## src/rtl/ifetch_unit_pkg.sv

```systemverilog
// Shared types and constants for the instruction fetch unit.
package ifetch_unit_pkg;

    localparam int XLEN = 32;
    localparam int ILEN = 32;

    localparam logic [ILEN-1:0] NOP_INSTR = 32'h0000_0013;

    typedef enum logic [1:0] {
        ST_REQ  = 2'd0,
        ST_WAIT = 2'd1,
        ST_DROP = 2'd2
    } fetch_state_e;

    // A request may only be issued when the slot is free or is being drained.
    function automatic logic slot_ok(input logic if_valid, input logic id_ready);
        return (!if_valid) || id_ready;
    endfunction

endpackage

```

## src/rtl/ifetch_slot.sv

```systemverilog
// Single-entry output register between fetch and decode: load, consume, flush.
module ifetch_slot
    import ifetch_unit_pkg::*;
(
    input  logic            i_clk,
    input  logic            i_reset,
    input  logic            i_load,
    input  logic [XLEN-1:0] i_load_pc,
    input  logic [ILEN-1:0] i_load_instr,
    input  logic            i_consume,
    input  logic            i_flush,
    output logic            o_valid,
    output logic [XLEN-1:0] o_pc,
    output logic [ILEN-1:0] o_instr
);

    logic            r_valid;
    logic [XLEN-1:0] r_pc;
    logic [ILEN-1:0] r_instr;

    // Flush beats load beats consume; payload is kept when the slot is emptied.
    always_ff @(posedge i_clk) begin
        if (i_reset) begin
            r_valid <= 1'b0;
            r_pc    <= {XLEN{1'b0}};
            r_instr <= {ILEN{1'b0}};
        end else if (i_flush) begin
            r_valid <= 1'b0;
        end else if (i_load) begin
            r_valid <= 1'b1;
            r_pc    <= i_load_pc;
            r_instr <= i_load_instr;
        end else if (i_consume) begin
            r_valid <= 1'b0;
        end else begin
            r_valid <= r_valid;
        end
    end

    assign o_valid = r_valid;
    assign o_pc    = r_pc;
    assign o_instr = r_instr;

endmodule

```

## src/rtl/ifetch_unit.sv

```systemverilog
// Instruction fetch: single-outstanding imem requests, response buffering,
// PC stall generation and redirect-driven discard of in-flight fetches.
module ifetch_unit
    import ifetch_unit_pkg::*;
(
    input  logic            i_clk,
    input  logic            i_reset,
    input  logic [XLEN-1:0] i_pc,
    input  logic            i_jump_flag,
    output logic            o_stall,
    output logic            o_imem_req_valid,
    output logic [XLEN-1:0] o_imem_req_addr,
    input  logic            i_imem_req_ready,
    input  logic            i_imem_resp_valid,
    input  logic [ILEN-1:0] i_imem_resp_data,
    output logic            o_if_valid,
    output logic [XLEN-1:0] o_if_pc,
    output logic [ILEN-1:0] o_if_instr,
    input  logic            i_id_ready
);

    fetch_state_e    r_state;
    fetch_state_e    w_state_next;
    logic [XLEN-1:0] r_req_pc;
    logic            w_req_valid;
    logic            w_accept;
    logic            w_load;
    logic            w_consume;

    // Held low during reset so the memory never sees a request while it resets.
    assign w_req_valid = (!i_reset) && (r_state == ST_REQ)
                       && slot_ok(o_if_valid, i_id_ready) && (!i_jump_flag);
    assign w_accept    = w_req_valid && i_imem_req_ready;
    assign w_consume   = o_if_valid && i_id_ready;

    assign o_imem_req_valid = w_req_valid;
    assign o_imem_req_addr  = i_pc;
    assign o_stall          = !w_accept;

    // State register and address of the outstanding request.
    always_ff @(posedge i_clk) begin
        if (i_reset) begin
            r_state  <= ST_REQ;
            r_req_pc <= {XLEN{1'b0}};
        end else begin
            r_state <= w_state_next;
            if (w_accept) begin
                r_req_pc <= i_pc;
            end else begin
                r_req_pc <= r_req_pc;
            end
        end
    end

    // Next-state and slot-load decode.
    always_comb begin
        w_state_next = r_state;
        w_load       = 1'b0;
        case (r_state)
            ST_REQ: begin
                if (w_accept) begin
                    w_state_next = ST_WAIT;
                end else begin
                    w_state_next = ST_REQ;
                end
            end
            ST_WAIT: begin
                if (i_imem_resp_valid) begin
                    w_load       = !i_jump_flag;
                    w_state_next = ST_REQ;
                end else if (i_jump_flag) begin
                    w_state_next = ST_DROP;
                end else begin
                    w_state_next = ST_WAIT;
                end
            end
            ST_DROP: begin
                if (i_imem_resp_valid) begin
                    w_state_next = ST_REQ;
                end else begin
                    w_state_next = ST_DROP;
                end
            end
            default: begin
                w_state_next = ST_REQ;
            end
        endcase
    end

    ifetch_slot u_slot (
        .i_clk        (i_clk),
        .i_reset      (i_reset),
        .i_load       (w_load),
        .i_load_pc    (r_req_pc),
        .i_load_instr (i_imem_resp_data),
        .i_consume    (w_consume),
        .i_flush      (i_jump_flag),
        .o_valid      (o_if_valid),
        .o_pc         (o_if_pc),
        .o_instr      (o_if_instr)
    );

endmodule
```

## config.mk

```make
export PLATFORM = sky130hd
export DESIGN_NAME = ifetch_unit
export DESIGN_NICKNAME = d
export VERILOG_FILES = /design/src/rtl/ifetch_unit_pkg.sv /design/src/rtl/ifetch_slot.sv /design/src/rtl/ifetch_unit.sv
export SDC_FILE = /design/constraint.sdc
export NUM_CORES = 1
export LEC_CHECK = 0
export CAP_MARGIN = 20
export CORE_MARGIN = 4
export CORE_UTILIZATION = 42
export DETAILED_ROUTE_END_ITERATION = 12
export GPL_TIMING_DRIVEN = 0
export PLACE_DENSITY = 0.76
export SLEW_MARGIN = 10
export SYNTH_ARGS = -nofsm -noshare
export SYNTH_HDL_FRONTEND = slang
export SYNTH_SLANG_ARGS = --single-unit
```

## constraint.sdc

```tcl
create_clock -name i_clk -period 1.49 [get_ports i_clk]
set_input_delay 0.298 -clock i_clk [delete_from_list [all_inputs] [get_ports i_clk]]
set_output_delay 0.298 -clock i_clk [all_outputs]
set_load 0.02 [all_outputs]
```

* Word-level counts from Yosys, hierarchy flattened
Index checks and enable logic that the tools add are counted.
** Word-level totals
- Bits in registers :: 99
- Bits in latches :: 0
- Memory bits (writable) :: 0
- Memory bits (read-only) :: 0
- Bits of input ports :: 70
- Output and inout port bits :: 99
- Word-level logic and storage cells :: 31
- Memories kept :: 0
** Cells by class
- Add/subtract/negate cells :: 0
- Multiply operators :: 0
- Div/mod/pow operators :: 0
- Order comparisons :: 0
- Equal/unequal tests :: 2
- Shift-type cells :: 0
- Mux-type cells :: 9
- Bitwise logic cells :: 1
- Reductions and logical operators :: 14
** Operators with widths (count)
- $mux 2 :: 3
- $pmux 2 s3 :: 1
- $logic_and 1x1->1 :: 5
- $mux 1 :: 5
- $logic_not 1->1 :: 4
- $eq 2x1->1 const B :: 1
- $eq 2x2->1 const B :: 1
- $logic_not 2->1 :: 1
- $reduce_and 2->1 :: 1
- $reduce_bool 2->1 :: 1
- $reduce_or 2->1 :: 1
- $logic_or 1x1->1 :: 1
- $not 1->1 :: 1

* Logic depth before layout (Yosys ltp)
- Word-level depth :: 7
- Mapped depth :: 5

* Modules after synthesis
A second synthesis with hierarchy kept.
** Second synthesis, totals
- Cells, all modules :: 444
- Area total of the unflattened synthesis :: 5019.8 µm²
** Modules (own cells, without submodules)
- ifetch_slot :: times used 1, cells each 296, area each 3268.1 µm², sequential area each 1301.2 µm²
- ifetch_unit :: times used 1, cells each 148, area each 1751.7 µm², sequential area each 680.7 µm²

* Worst setup path before layout
OpenSTA, ideal clock, no wires.
- Path type :: flip-flop to flip-flop
- Start :: register r_state[1]
- End :: register r_req_pc[1]
- Arrival time :: 1.220 ns
- Slack :: 0.149 ns
- Stages on the path, launching flop included :: 5
- Clock period less this slack :: 1.341 ns
- Path through :: dfxtp_1 > nor2_1 > nand4_4 > buf_6 > mux2_4
** On the way
- Cells in the longest elaborated chain, start to end :: 5
** RTL lines
- start: declaration :: line ifetch_unit.sv:22 : fetch_state_e r_state;
- start signal: assignment :: line ifetch_unit.sv:46 : r_state <= w_state_next;
- $logic_not 2->1 :: line ifetch_unit.sv:31 : assign w_req_valid = (!i_reset) && (r_state == ST_REQ)
- $logic_and 1x1->1 :: line ifetch_unit.sv:31
- $logic_and 1x1->1 (2 in a row) :: line ifetch_unit.sv:32 : && slot_ok(o_if_valid, i_id_ready) && (!i_jump_flag);
- $logic_and 1x1->1 :: line ifetch_unit.sv:33 : assign w_accept = w_req_valid && i_imem_req_ready;
- end signal: assignment :: line ifetch_unit.sv:44 : r_req_pc <= {XLEN{1'b0}};
- end signal: assignment :: line ifetch_unit.sv:48 : r_req_pc <= i_pc;
- end signal: assignment :: line ifetch_unit.sv:50 : r_req_pc <= r_req_pc;
- end: declaration :: line ifetch_unit.sv:24 : logic [XLEN-1:0] r_req_pc;
Every way passes these cells.
A chain may end at the register's enable or synchronous reset.

* Final worst setup path
- Start :: input i_id_ready
- End :: output o_stall
** On the way
- Cells in the longest elaborated chain, start to end :: 5
** RTL lines
- start: declaration :: line ifetch_unit.sv:19 : input logic i_id_ready
- $logic_or 1x1->1 :: line ifetch_unit_pkg.sv:17 : return (!if_valid) || id_ready;
- $logic_and 1x1->1 (2 in a row) :: line ifetch_unit.sv:32
- $logic_and 1x1->1 :: line ifetch_unit.sv:33
- $logic_not 1->1 :: line ifetch_unit.sv:38 : assign o_stall = !w_accept;
- end: declaration :: line ifetch_unit.sv:10 : output logic o_stall,
Every way passes these cells.

==> run metrics <==
net count reported at finish=689; later-pin clock latency in the skew report=0.35 ns; status=finished with violations; Peak Freq=628 MHz; setup repair after global routing missed its margin=true; mean routed wirelength per cell=14.2 um; count of cell types in the netlist=22; part of the cycle the worst path needs=1.07; length of the first detailed-routing pass in iterations=4; Port-buffer cells=168; area of the mapped netlist=0.00396 mm^2; Finish-stage setup viols=5; required time at the endpoint of the critical path=1.19 ns; Std-Cell Core Area=0.00920 mm^2; total global routing overflow=0; setup slack after layout=-0.104 ns; post-synthesis sequential element count=99; antenna-violating nets left=0; largest net degree at the start of global routing=20; LEAKAGE=2.72 nW; count of boundary I/O pins=169; Die Y=105 um; Final Hold Vio Count=0; horizontal die dimension=105 um; crit path max fanout=5; proportion of synthesized chip area in sequential cells=0.501; total wire length after detailed routing=10,500 um; endpoint arrival time on the critical path=1.30 ns; number of rows in the core area=35; Total Die Area=0.0110 mm^2; sort of element at the end of the critical path=output pin; global placer's final weighted congestion=0.757; area growth from synthesis to layout=51.6%; commonest cells after routing, fill and taps aside=129 x sky130_fd_sc_hd__nand2_1, 97 x sky130_fd_sc_hd__dfxtp_1, 67 x sky130_fd_sc_hd__dlygate4sd2_1; all-layer global routing usage=0.184; top cell type's share of synthesized area=0.501; synth top area cells=sky130_fd_sc_hd__dfxtp_1 50%, sky130_fd_sc_hd__nand2_1 12%, sky130_fd_sc_hd__mux2_4 10%; share of cells above drive strength 1=0.245; starting density of the core=0.430; Hold/Removal Path Class=primary input to flop; Worst Reg2Reg Path Length in Cells=6; most frequent standard cell in the layout excluding fill and tap cells=sky130_fd_sc_hd__nand2_1; post-synthesis net count=499; number of maximum-capacitance violations=0; kind of launch point of the worst setup path=primary input; Root Buffer=sky130_fd_sc_hd__clkbuf_8; iteration-0 DRC count of the detailed router=77; number of filler cells placed in the layout=780; synthesized area per cell=9.22 um^2; failing checks=setup timing; worst voltage drop across the vdd grid=497 uV; power density over the cells=885 mW/mm^2; DRC errors left=0; vias per cell=4.66; half-perimeter wire length after detailed placement=7610 um; Worst-path clk slew=0.09 ns; area of all placed cells without fillers=0.00600 mm^2; dpl ws=-0.922 ns; cell type contributing the most total cell area after synthesis=sky130_fd_sc_hd__dfxtp_1; Vias=3,422; depth of the CTS H-tree=3; clock tree from TritonCTS=done; CTS sink cnt=99; total cell area at the placement stage=0.00578 mm^2; count of warnings emitted by yosys=0; final max-slew violation count=0; post-layout minimum cycle time=1.59 ns; gate count of the mapped netlist=429; number of global-route vias before repair=3,382; Ant. Diodes=0; hold path cells=2; # hold bufs at CTS=0; Post-Route Skew=0.00574 ns; total clock buffers created by CTS=9; Worst Tran Pin Value=0.478 ns; Worst Path Class, Setup=primary input to output pin; buffers from clock root to sink, at most=2; Max transition margin=0.681; antenna violations before repair=0; wire length of the first global-routing pass=16,600 um
-- registers in the layout (all words and copies together), names as in the netlist --
register and cells:
r_req_pc 32, u_slot.o_instr 32, u_slot.o_pc 32, r_state 2, u_slot.o_valid 1
-- metrics by stage --
stage | hold slack (ns) | total power [mW] | utilization | setup TNS (ns) | instances
2_1_floorplan | 0.371 | 3.12 | - | 0 | 429
3_3_place_gp | 0.431 | 3.46 | 0.628 | -55.08 | 708
3_5_place_dp | 0.438 | 3.47 | 0.628 | -58.72 | 708
4_1_cts | 0.400 | 5.35 | 0.649 | -0.120 | 725
5_1_grt | 0.265 | 5.49 | 0.652 | -5.76 | 735
6_report | 0.258 | 5.31 | 0.652 | -0.226 | 735
-- logic make-up after synthesis --
logic type / count (synthesis) / synth area share
AO/OA/AOI/OAI: 66 / 0.0851
multiplexers: 33 / 0.119
flip-flops: 99 / 0.501
buffers and inverters: 60 / 0.101
AND/OR/NAND/NOR: 171 / 0.194
-- per-layer routing --
metal	track usage	routed length (um)	vias to the layer above	part of all wire
li1	-	-	1739	-
met3	0.0439	574	13	0.055
met4	0.0684	169	0	0.016
met5	0	0	-	0
met1	0.226	4430	1567	0.42
met2	0.313	5300	103	0.51
-- power by group --
group / internal (mW) / switching [mW] / total, mW
registers: 2.70 / 0.0276 / 2.73
logic: 0.402 / 0.270 / 0.672
clock network: 0.995 / 0.912 / 1.91
total: 4.10 / 1.21 / 5.31
-- final timing paths --
| kind | start | endpoint | slack, ns |
|---|---|---|---|
| hold / removal | i_pc[0] | r_req_pc[0] | 0.26 |
| hold reg to reg | r_req_pc[11] | u_slot.o_pc[11] | 0.45 |
| setup / recovery | i_id_ready | o_stall | -0.10 |
| setup reg to reg | r_state[1] | r_req_pc[6] | 0.02 |
-- Yosys cell counts --
cell,number
sky130_fd_sc_hd__nand2b_1,3
sky130_fd_sc_hd__buf_4,37
sky130_fd_sc_hd__buf_2,11
sky130_fd_sc_hd__nor2b_1,31
sky130_fd_sc_hd__nor3_1,1
sky130_fd_sc_hd__a21oi_1,64
sky130_fd_sc_hd__nor2_1,2
sky130_fd_sc_hd__nand4_4,1
sky130_fd_sc_hd__buf_1,1
sky130_fd_sc_hd__a221oi_1,1
sky130_fd_sc_hd__nand2_1,129
sky130_fd_sc_hd__clkbuf_1,8
sky130_fd_sc_hd__mux2_2,5
sky130_fd_sc_hd__nand3b_1,1
sky130_fd_sc_hd__a211oi_1,1
sky130_fd_sc_hd__nand4bb_1,1
sky130_fd_sc_hd__dfxtp_1,99
sky130_fd_sc_hd__nor4bb_1,1
sky130_fd_sc_hd__mux2i_1,1
sky130_fd_sc_hd__and3_1,1
sky130_fd_sc_hd__mux2_4,27
sky130_fd_sc_hd__buf_6,3
-- worst max-delay path: stages --
cell	delay (ns)
sky130_fd_sc_hd__clkdlybuf4s50_1	0.45
sky130_fd_sc_hd__nand2b_4	0.14
sky130_fd_sc_hd__nand4_4	0.12
sky130_fd_sc_hd__buf_12	0.16
sky130_fd_sc_hd__buf_8	0.12
-- cell type report --
cell class                 count  area, um^2  area share
sequential                    99        1990       0.331
timing repair buffer         180        1630       0.271
multi-input combinational    270        1600       0.267
buffer                        59         417      0.0695
tap                          111         139      0.0232
clock buffer                  10         138      0.0230
clock inverter                 6        87.6      0.0146
-- what timing repair did --
item,in CTS,in global routing
endpoints found under the setup margin,187,92
gates resized for setup,167,31
pin swaps,4,2
buffers inserted,2,10
Note: power is estimated with default switching activity, not from simulation.
